## src/rtl/dds_pkg.sv

```systemverilog
`default_nettype none
// ============================================================================
// Package : dds_pkg
// Brief   : Shared FSM encodings, channel widths and helpers for DDS output prep.
// Rev     : 1.0  initial release
// ============================================================================
package dds_pkg;

    localparam logic [1:0] ST_IDLE = 2'd0;
    localparam logic [1:0] ST_SEND = 2'd1;
    localparam logic [1:0] ST_WAIT = 2'd2;

    localparam int FREQ_W  = 48;
    localparam int PHASE_W = 14;
    localparam int AMP_W   = 10;

    localparam logic [15:0] TIMEOUT_LIMIT = 16'hFFFF;

    function automatic int dds_max(input int a, input int b);
        return (a > b) ? a : b;
    endfunction

endpackage
`default_nettype wire

```

## src/rtl/dds_opp_clamp.sv

```systemverilog
`default_nettype none
// ============================================================================
// Module : dds_opp_clamp
// Brief  : Clamps a signed wide sum into an unsigned [min, max] window.
// Rev    : 1.0  initial release
// ============================================================================
module dds_opp_clamp #(
    parameter int SUM_W = 52,
    parameter int OUT_W = 48
) (
    input  logic signed [SUM_W-1:0] sum_i,
    input  logic        [OUT_W-1:0] min_i,
    input  logic        [OUT_W-1:0] max_i,
    output logic        [OUT_W-1:0] word_o
);

    localparam int PAD_W = SUM_W - OUT_W;

    logic signed [SUM_W-1:0] w_min_ext;
    logic signed [SUM_W-1:0] w_max_ext;

    // Zero-extended bounds are always non-negative, so negative sums fall below min.
    assign w_min_ext = $signed({{PAD_W{1'b0}}, min_i});
    assign w_max_ext = $signed({{PAD_W{1'b0}}, max_i});

    always_comb begin
        word_o = sum_i[OUT_W-1:0];
        if (sum_i < w_min_ext) begin
            word_o = min_i;
        end else if (sum_i > w_max_ext) begin
            word_o = max_i;
        end
    end

endmodule
`default_nettype wire

```

## src/rtl/dds_output_prep.sv

```systemverilog
`default_nettype none
// ============================================================================
// Module : dds_output_prep
// Brief  : Scales a signed PID sample, offsets, clamps and hands one control
//          word per write to the DDS serial controller. Define
//          DDS_OPP_TIMEOUT_EN to add a write-complete timeout and timeout_out.
// Rev    : 1.0  initial release
// ============================================================================
module dds_output_prep
    import dds_pkg::*;
#(
    parameter int DATA_W = 18,
    parameter int MULT_W = 16,
    parameter int OUT_W  = 48
) (
    input  logic              clk_in,
    input  logic              rst_in,
    input  logic [DATA_W-1:0] data_in,
    input  logic              dv_in,
    input  logic              lock_en_in,
    input  logic [OUT_W-1:0]  init_in,
    input  logic [MULT_W-1:0] mult_in,
    input  logic [5:0]        rs_in,
    input  logic [OUT_W-1:0]  min_in,
    input  logic [OUT_W-1:0]  max_in,
    input  logic              wr_done_in,
    output logic [OUT_W-1:0]  data_out,
    output logic              dv_out,
    output logic              busy_out
`ifdef DDS_OPP_TIMEOUT_EN
    ,
    output logic              timeout_out
`endif
);

    localparam int PROD_W = DATA_W + MULT_W;
    localparam int SUM_W  = dds_max(OUT_W, PROD_W) + 2;

    logic [DATA_W-1:0]        in_data_q;
    logic                     in_v_q;
    logic signed [PROD_W-1:0] prod_q;
    logic                     v1_q;
    logic signed [SUM_W-1:0]  sum_q;
    logic                     v2_q;

    logic [PROD_W-1:0]        w_data_ext;
    logic [PROD_W-1:0]        w_mult_ext;
    logic signed [PROD_W-1:0] w_prod;
    logic signed [PROD_W-1:0] w_shift;
    logic signed [SUM_W-1:0]  w_sum;
    logic [OUT_W-1:0]         w_clamp;

    logic [OUT_W-1:0]         pend_q, pend_d;
    logic                     pend_v_q, pend_v_d;
    logic [1:0]               state_q, state_d;
    logic [OUT_W-1:0]         data_q, data_d;
    logic                     dv_q;
    logic                     busy_q;
    logic                     w_done;

`ifdef DDS_OPP_TIMEOUT_EN
    logic [15:0]              cnt_q, cnt_d;
    logic                     timeout_q, timeout_d;
`endif

    assign w_data_ext = {{MULT_W{in_data_q[DATA_W-1]}}, in_data_q};
    assign w_mult_ext = {{DATA_W{mult_in[MULT_W-1]}}, mult_in};
    assign w_prod     = $signed(w_data_ext) * $signed(w_mult_ext);
    assign w_shift    = prod_q >>> rs_in;
    assign w_sum      = $signed({{(SUM_W-OUT_W){1'b0}}, init_in})
                      + $signed({{(SUM_W-PROD_W){w_shift[PROD_W-1]}}, w_shift});

    always_ff @(posedge clk_in) begin
        if (rst_in) begin
            in_data_q <= '0;
            in_v_q    <= 1'b0;
            prod_q    <= '0;
            v1_q      <= 1'b0;
            sum_q     <= '0;
            v2_q      <= 1'b0;
        end else begin
            in_v_q <= dv_in;
            v1_q   <= in_v_q;
            v2_q   <= v1_q;
            if (dv_in) begin
                in_data_q <= data_in;
            end
            if (in_v_q) begin
                prod_q <= lock_en_in ? w_prod : '0;
            end
            if (v1_q) begin
                sum_q <= w_sum;
            end
        end
    end

    dds_opp_clamp #(
        .SUM_W (SUM_W),
        .OUT_W (OUT_W)
    ) u_clamp (
        .sum_i  (sum_q),
        .min_i  (min_in),
        .max_i  (max_in),
        .word_o (w_clamp)
    );

    always_comb begin
        state_d  = state_q;
        pend_d   = pend_q;
        pend_v_d = pend_v_q;
        data_d   = data_q;
        w_done   = wr_done_in;
`ifdef DDS_OPP_TIMEOUT_EN
        cnt_d     = cnt_q;
        timeout_d = 1'b0;
`endif
        if (v2_q) begin
            pend_d = w_clamp;
        end

        case (state_q)
            ST_IDLE: begin
                if (pend_v_q) begin
                    state_d = ST_SEND;
                end
            end
            ST_SEND: begin
                pend_v_d = 1'b0;
                state_d  = ST_WAIT;
`ifdef DDS_OPP_TIMEOUT_EN
                cnt_d    = '0;
`endif
            end
            ST_WAIT: begin
`ifdef DDS_OPP_TIMEOUT_EN
                cnt_d = cnt_q + 16'd1;
                if (!wr_done_in && (cnt_q == TIMEOUT_LIMIT)) begin
                    timeout_d = 1'b1;
                    w_done    = 1'b1;
                end
`endif
                if (w_done) begin
                    state_d = (pend_v_q || v2_q) ? ST_SEND : ST_IDLE;
                end
            end
            default: state_d = ST_IDLE;
        endcase

        // A fresh stage-3 result outranks the clear done while sending.
        if (v2_q) begin
            pend_v_d = 1'b1;
        end
        if (state_d == ST_SEND) begin
            data_d = pend_d;
        end
    end

    always_ff @(posedge clk_in) begin
        if (rst_in) begin
            pend_q   <= '0;
            pend_v_q <= 1'b0;
            state_q  <= ST_IDLE;
            data_q   <= '0;
            dv_q     <= 1'b0;
            busy_q   <= 1'b0;
        end else begin
            pend_q   <= pend_d;
            pend_v_q <= pend_v_d;
            state_q  <= state_d;
            data_q   <= data_d;
            dv_q     <= (state_d == ST_SEND);
            busy_q   <= (state_d != ST_IDLE);
        end
    end

`ifdef DDS_OPP_TIMEOUT_EN
    always_ff @(posedge clk_in) begin
        if (rst_in) begin
            cnt_q     <= '0;
            timeout_q <= 1'b0;
        end else begin
            cnt_q     <= cnt_d;
            timeout_q <= timeout_d;
        end
    end

    assign timeout_out = timeout_q;
`endif

    assign data_out = data_q;
    assign dv_out   = dv_q;
    assign busy_out = busy_q;

endmodule
`default_nettype wire

```

## config.mk

```make
export PLATFORM = sky130hd
export DESIGN_NAME = dds_output_prep
export DESIGN_NICKNAME = d
export VERILOG_FILES = /design/src/rtl/dds_pkg.sv /design/src/rtl/dds_opp_clamp.sv /design/src/rtl/dds_output_prep.sv
export SDC_FILE = /design/constraint.sdc
export NUM_CORES = 2
export LEC_CHECK = 0
export BUFFER_PORTS_ARGS = -buffer_cell sky130_fd_sc_hd__buf_2
export CORE_MARGIN = 5
export CORE_UTILIZATION = 45
export DETAILED_ROUTE_END_ITERATION = 6
export RECOVER_POWER = 50
export SLEW_MARGIN = 10
export SYNTH_ARGS = -nofsm -noshare
export SYNTH_HDL_FRONTEND = slang
export SYNTH_SLANG_ARGS = --single-unit
```

## constraint.sdc

```tcl
create_clock -name clk_in -period 12.45 [get_ports clk_in]
set_input_delay 2.49 -clock clk_in [delete_from_list [all_inputs] [get_ports clk_in]]
set_output_delay 2.49 -clock clk_in [all_outputs]
set_load 0.02 [all_outputs]
```

# After elaboration in Yosys (flattened, before gate mapping)
# Cells that the tools add are included.
[word_totals] output_inout_bits=50 ff_bits=206 elab_cells=34 input_bits=189
[classes] reduce_logical=4 order_cmp=2 n_eq_ne=3 mux=10 addsub=1 n_shift=1 multipliers=1
[ops] cell="two-way mux 48 bit" count=3
[ops] cell="adder 49 x 34 -> 50 bit" count=1
[ops] cell="greater-than comparator 50 x 49 -> 1 bit" count=1
[ops] cell="less-than comparator 50 x 49 -> 1 bit" count=1
[ops] cell="multiplier 18 x 16 -> 34 bit" count=1
[ops] cell="two-way mux 34 bit" count=1
[ops] cell=">>> shifter 34 x 6 -> 34 bit" count=1
[ops] cell="one-hot mux 2 bit (3 select lines)" count=1
[ops] cell="== test 2 x 1 -> 1 bit, second input constant" count=2
[ops] cell="two-way mux 2 bit" count=2
[ops] cell="nonzero test 2 bit" count=2
[ops] cell="two-way mux 1 bit" count=3
[ops] cell="== test 2 bit, second input constant" count=1
[ops] cell="zero test 2 bit" count=1
[ops] cell="logical OR 1 bit" count=1

# Depth between registers and ports, before layout
[logic_depth] depth_word=5 depth_mapped=25 ltp_nobuf=24

# Hierarchy
# A second synthesis with hierarchy kept.
[unflattened] hier_cells=3159 hier_area_um2=26570.5
[by_module_without_submodules] mod="dds_output_prep" n_inst=1 seq_area_each_um2=4124.0 area_each_um2=22595.4 cells_each=2633
[by_module_without_submodules] mod="dds_opp_clamp" n_inst=1 seq_area_each_um2=0.0 area_each_um2=3975.1 cells_each=526

# Worst setup path after synthesis
# Ideal clock, no wire load.
[synth_timing] kind="input-to-reg" startpoint="in mult_in[9]" endpoint="reg prod_q[33]" path_stages=23 required_ns=12.327 setup_slack_ns=4.211 n_path_buf=3 arrival_ns=8.116 setup_ns=0.123 path_cell_list="clkbuf_1 -> clkbuf_1 -> nand2_1 -> fa_1 -> inv_1 -> fa_1 -> fa_1 -> fa_1 -> fa_1 -> inv_1 -> fa_1 -> inv_1 -> ha_1 -> clkbuf_1 -> nand4_1 -> nor2_1 -> nand2_1 -> or2_2 -> o2111ai_1 -> o2111ai_1 -> o21ai_0 -> xnor2_1 -> o21ai_0"
[synth_between] elab_chain_len=2
[synth_rtl] item="from (decl)" line_no="dds_output_prep.sv:22" text="input logic [MULT_W-1:0] mult_in,"
[synth_rtl] item="multiplier 18 x 16 -> 34 bit" line_no="dds_output_prep.sv:68" text="assign w_prod = $signed(w_data_ext) * $signed(w_mult_ext);"
[synth_rtl] item="two-way mux 34 bit" line_no="dds_output_prep.sv:89" text="prod_q <= lock_en_in ? w_prod : '0;"
[synth_rtl] item="to (signal assigned)" line_no="dds_output_prep.sv:89"
[synth_rtl] item="to (decl)" line_no="dds_output_prep.sv:41" text="logic signed [PROD_W-1:0] prod_q;"
# No other way between the ends.
# A chain may end at the register's enable or synchronous reset.

# Worst setup path after layout
[layout_timing] startpoint="in rs_in[0]" endpoint="reg sum_q[42]"
[layout_between] elab_chain_len=2
[layout_rtl] item="from (decl)" line_no="dds_output_prep.sv:23" text="input logic [5:0] rs_in,"
[layout_rtl] item=">>> shifter 34 x 6 -> 34 bit" line_no="dds_output_prep.sv:69" text="assign w_shift = prod_q >>> rs_in;"
[layout_rtl] item="adder 49 x 34 -> 50 bit" line_no="dds_output_prep.sv:71" text="+ $signed({{(SUM_W-PROD_W){w_shift[PROD_W-1]}}, w_shift});"
[layout_rtl] item="to (signal assigned)" line_no="dds_output_prep.sv:92" text="sum_q <= w_sum;"
[layout_rtl] item="to (decl)" line_no="dds_output_prep.sv:43" text="logic signed [SUM_W-1:0] sum_q;"
# No other way between the ends.

==> out/metrics.cfg <==
[power]
ir_worst_vdd_v=0.0002864
p_leak_nw=14.19
powerDensity_nw_per_um2=162.9

[timing]
max_freq_mhz=114.4
finalSetupViolCount=0
period_share_pct=70.20
rsz0062_at_grt=false
worstMarginPinSlew_ns=4.436
slew_viol_final=318
finalSetupTns_ns=0
hold_violations=0
layout_min_cycle_time_ns=8.740
timing.slew.headroom_pct=-195.7
skew_ns=0.02315

[die]
boundaryPins=239
die_w_um=254.2
design.core.area_um2=59020
die_area_um2=64590
floorplan.rows=89
die_y_um=254.2
start_util_pct=45.45

[clock_tree]
clkLatencyLatePin_ns=0.58
cts.htree.levels=1
numCtsBuffers=27
ctsHoldBuffers=0
postCtsSetupBuffers=0
clk_pin_slew_ns=0.06
tritoncts=yes
cts_sinks=206
cts_root_buf=clkbuf_16
cts_resized=0
clockBufferDepth=3

[placed_design]
dp_hpwl_mm=66.13
io_buffer_count=238
place_congestion=0.9137

[worst_setup_path]
crit_slowest_cell=clkbuf_1
crit_path_start=rs_in[0]
crit_required_ns=12.74
reg2regPathDepth=19
end_kind=flop
cp.arrival_ns=9.03
path_cells=clkbuf_1 > mux2i_1 > mux4_2 > o21ai_0 > mux4_2 > ha_1 > inv_1 > fa_1 > nand2b_1 > a21o_1 > a31oi_1 > a211o_1 > a31oi_1 > o31a_1 > nor3b_1 > mux2i_1 > a21oi_1
crit_type=primary input to flop
cp-start-kind=primary input
rr_endpoint=prod_q[25]
cp_num_cells=17
rrSetupSlack_ns=5.68
r2r-start=in_data_q[10]
worstSetupEndpoint=sum_q[42]
slowest_delay_ns=1.70
crit_buf_inv=2
path_delay_family=compound AO/OA/AOI/OAI gates
cp_max_fo=39

[route]
drt_iter0_markers=1708
drc_errors=0
antenna_left=0
first_pass_iters=6
viasPerCell=5.579
wire_per_inst_um=19.78
dr_total_vias=23430
wl_mm=83.09

[logic_synthesis]
syn_avg_cell_area_um2=8.129
yosys-top-cells-count=inv_1 (476), nor2_1 (330), nand2_1 (302)
yosysSeqAreaShare_pct=15.37
synth_top_area_cell=fa_1
synth_cell_types=68
syn_nets=4010
async_flop_share_pct=0
synth_edf_count=0
synthDominantCellAreaShare_pct=21.72
yosysWarnings=0
ys_ff_latch=206
synth_most_common_cell=inv_1
synth_top_cells_by_area=fa_1 (22%), dfxtp_1 (15%), ha_1 (11%)
synth_top_flop_cell=dfxtp_1
syn_inst=3300
syn-cell-area_um2=26830

[global_routing]
grt_pass1_wl_mm=131.1
first_global_vias=23340
grt_max_degree=94
globalRouteOverflowTotal=0
antenna_found_initial=14
grt.total_usage_pct=25.41

[flow_run]
maxCapViolations=5

[finish]
nNetsFinal=4105
final_util_pct=49.46
synthToLayoutAreaGrowth_pct=8.806
drive_gt1_share_pct=8.931

[outcome]
violations=capacitance limit, slew limit
outcome=finished with violations

[worst_hold_path]
hp-class=flop to flop

==> metal layers <==
metal | up-vias | GRT usage, % | share of wire, %
met2 | 805 | 38.82 | 44
met5 | - | 0 | 0.016
met3 | 122 | 2.978 | 7.2
li1 | 11140 | - | -
met1 | 11360 | 38.48 | 47
met4 | 2 | 6.536 | 2.7
==> placed cells by master (no fill, tap or decap), drive strengths merged, types with 51 or more instances in the layout <==
| master | n |
|---|---|
| clkbuf | 94 |
| a21oi | 160 |
| nand3 | 51 |
| nand2 | 302 |
| mux2i | 109 |
| o21ai | 103 |
| and2 | 142 |
| dfxtp | 206 |
| inv | 480 |
| nor2 | 330 |
| o21a | 68 |
| a211oi | 76 |
| fa | 291 |
| nor3 | 100 |
| ha | 230 |
| buf | 194 |
==> stage by stage <==
step | setup slack [ns] | hold WS, ns | cell area [um^2] | instances | power, mW
4_1_cts | 4.317 | 0.4825 | 29260 | 4188 | 4.762
6_report | 3.710 | 0.4809 | 29190 | 4200 | 4.756
5_1_grt | 3.215 | 0.5135 | 29180 | 4198 | 5.229
3_3_place_gp | 3.853 | 0.4599 | 28360 | 4139 | 3.908
3_5_place_dp | 3.707 | 0.4687 | 28360 | 4139 | 3.939
2_1_floorplan | 4.211 | 0.4404 | 26830 | 3300 | 3.156
==> state kept, by name (all words and copies together), names as in the netlist <==
name,count
data_out,48
dv_out,1
pend_q,48
in_data_q,18
v1_q,1
v2_q,1
in_v_q,1
sum_q,50
prod_q,34
state_q,2
busy_out,1
pend_v_q,1
==> where the power goes <==
| part | total, mW | internal [mW] | switching [mW] |
|---|---|---|---|
| clock | 0.799 | 0.467 | 0.332 |
| combinational | 3.14 | 1.26 | 1.88 |
| sequential | 0.818 | 0.723 | 0.0950 |
==> kinds of logic after synthesis <==
| kind of cell | after synthesis | synth area share [%] |
|---|---|---|
| AOI/OAI and AO/OA | 611 | 15.00 |
| xor gates and xnor gates | 73 | 2.383 |
| adders and majority gates | 521 | 32.44 |
| buffers and inverters | 663 | 9.459 |
| DFF | 206 | 15.37 |
| muxes | 154 | 6.824 |
| and+or+nand+nor | 1072 | 18.52 |
==> area by class of cell <==
| type | instances | area [um^2] |
|---|---|---|
| inverter | 478 | 1794 |
| multi-input combinational | 2431 | 20170 |
| tap | 773 | 967.2 |
| clock buffer | 37 | 753.2 |
| antenna | 12 | 30.03 |
| sequential | 206 | 4126 |
| clock inverter | 12 | 138.9 |
| fill | 5873 | 29830 |
| timing repair buffer | 251 | 1210 |
==> tightest hold or removal path, cell delays in order (launching register included) <==
cell     delay [ns]
dfxtp_1        0.31
nand2_1        0.06
a21oi_1        0.06
==> worst min path at each step <==
stage                 start      endpoint  cells past startpoint
4_1_cts           prod_q[0]     prod_q[0]                      2
3_5_place_dp      pend_q[0]     pend_q[0]                      2
5_1_grt        data_out[10]  data_out[10]                      2
2_1_floorplan     prod_q[0]     prod_q[0]                      2
6_report          prod_q[0]     prod_q[0]                      2
3_3_place_gp      pend_q[0]     pend_q[0]                      2
Power figures use the tool's default switching activity.
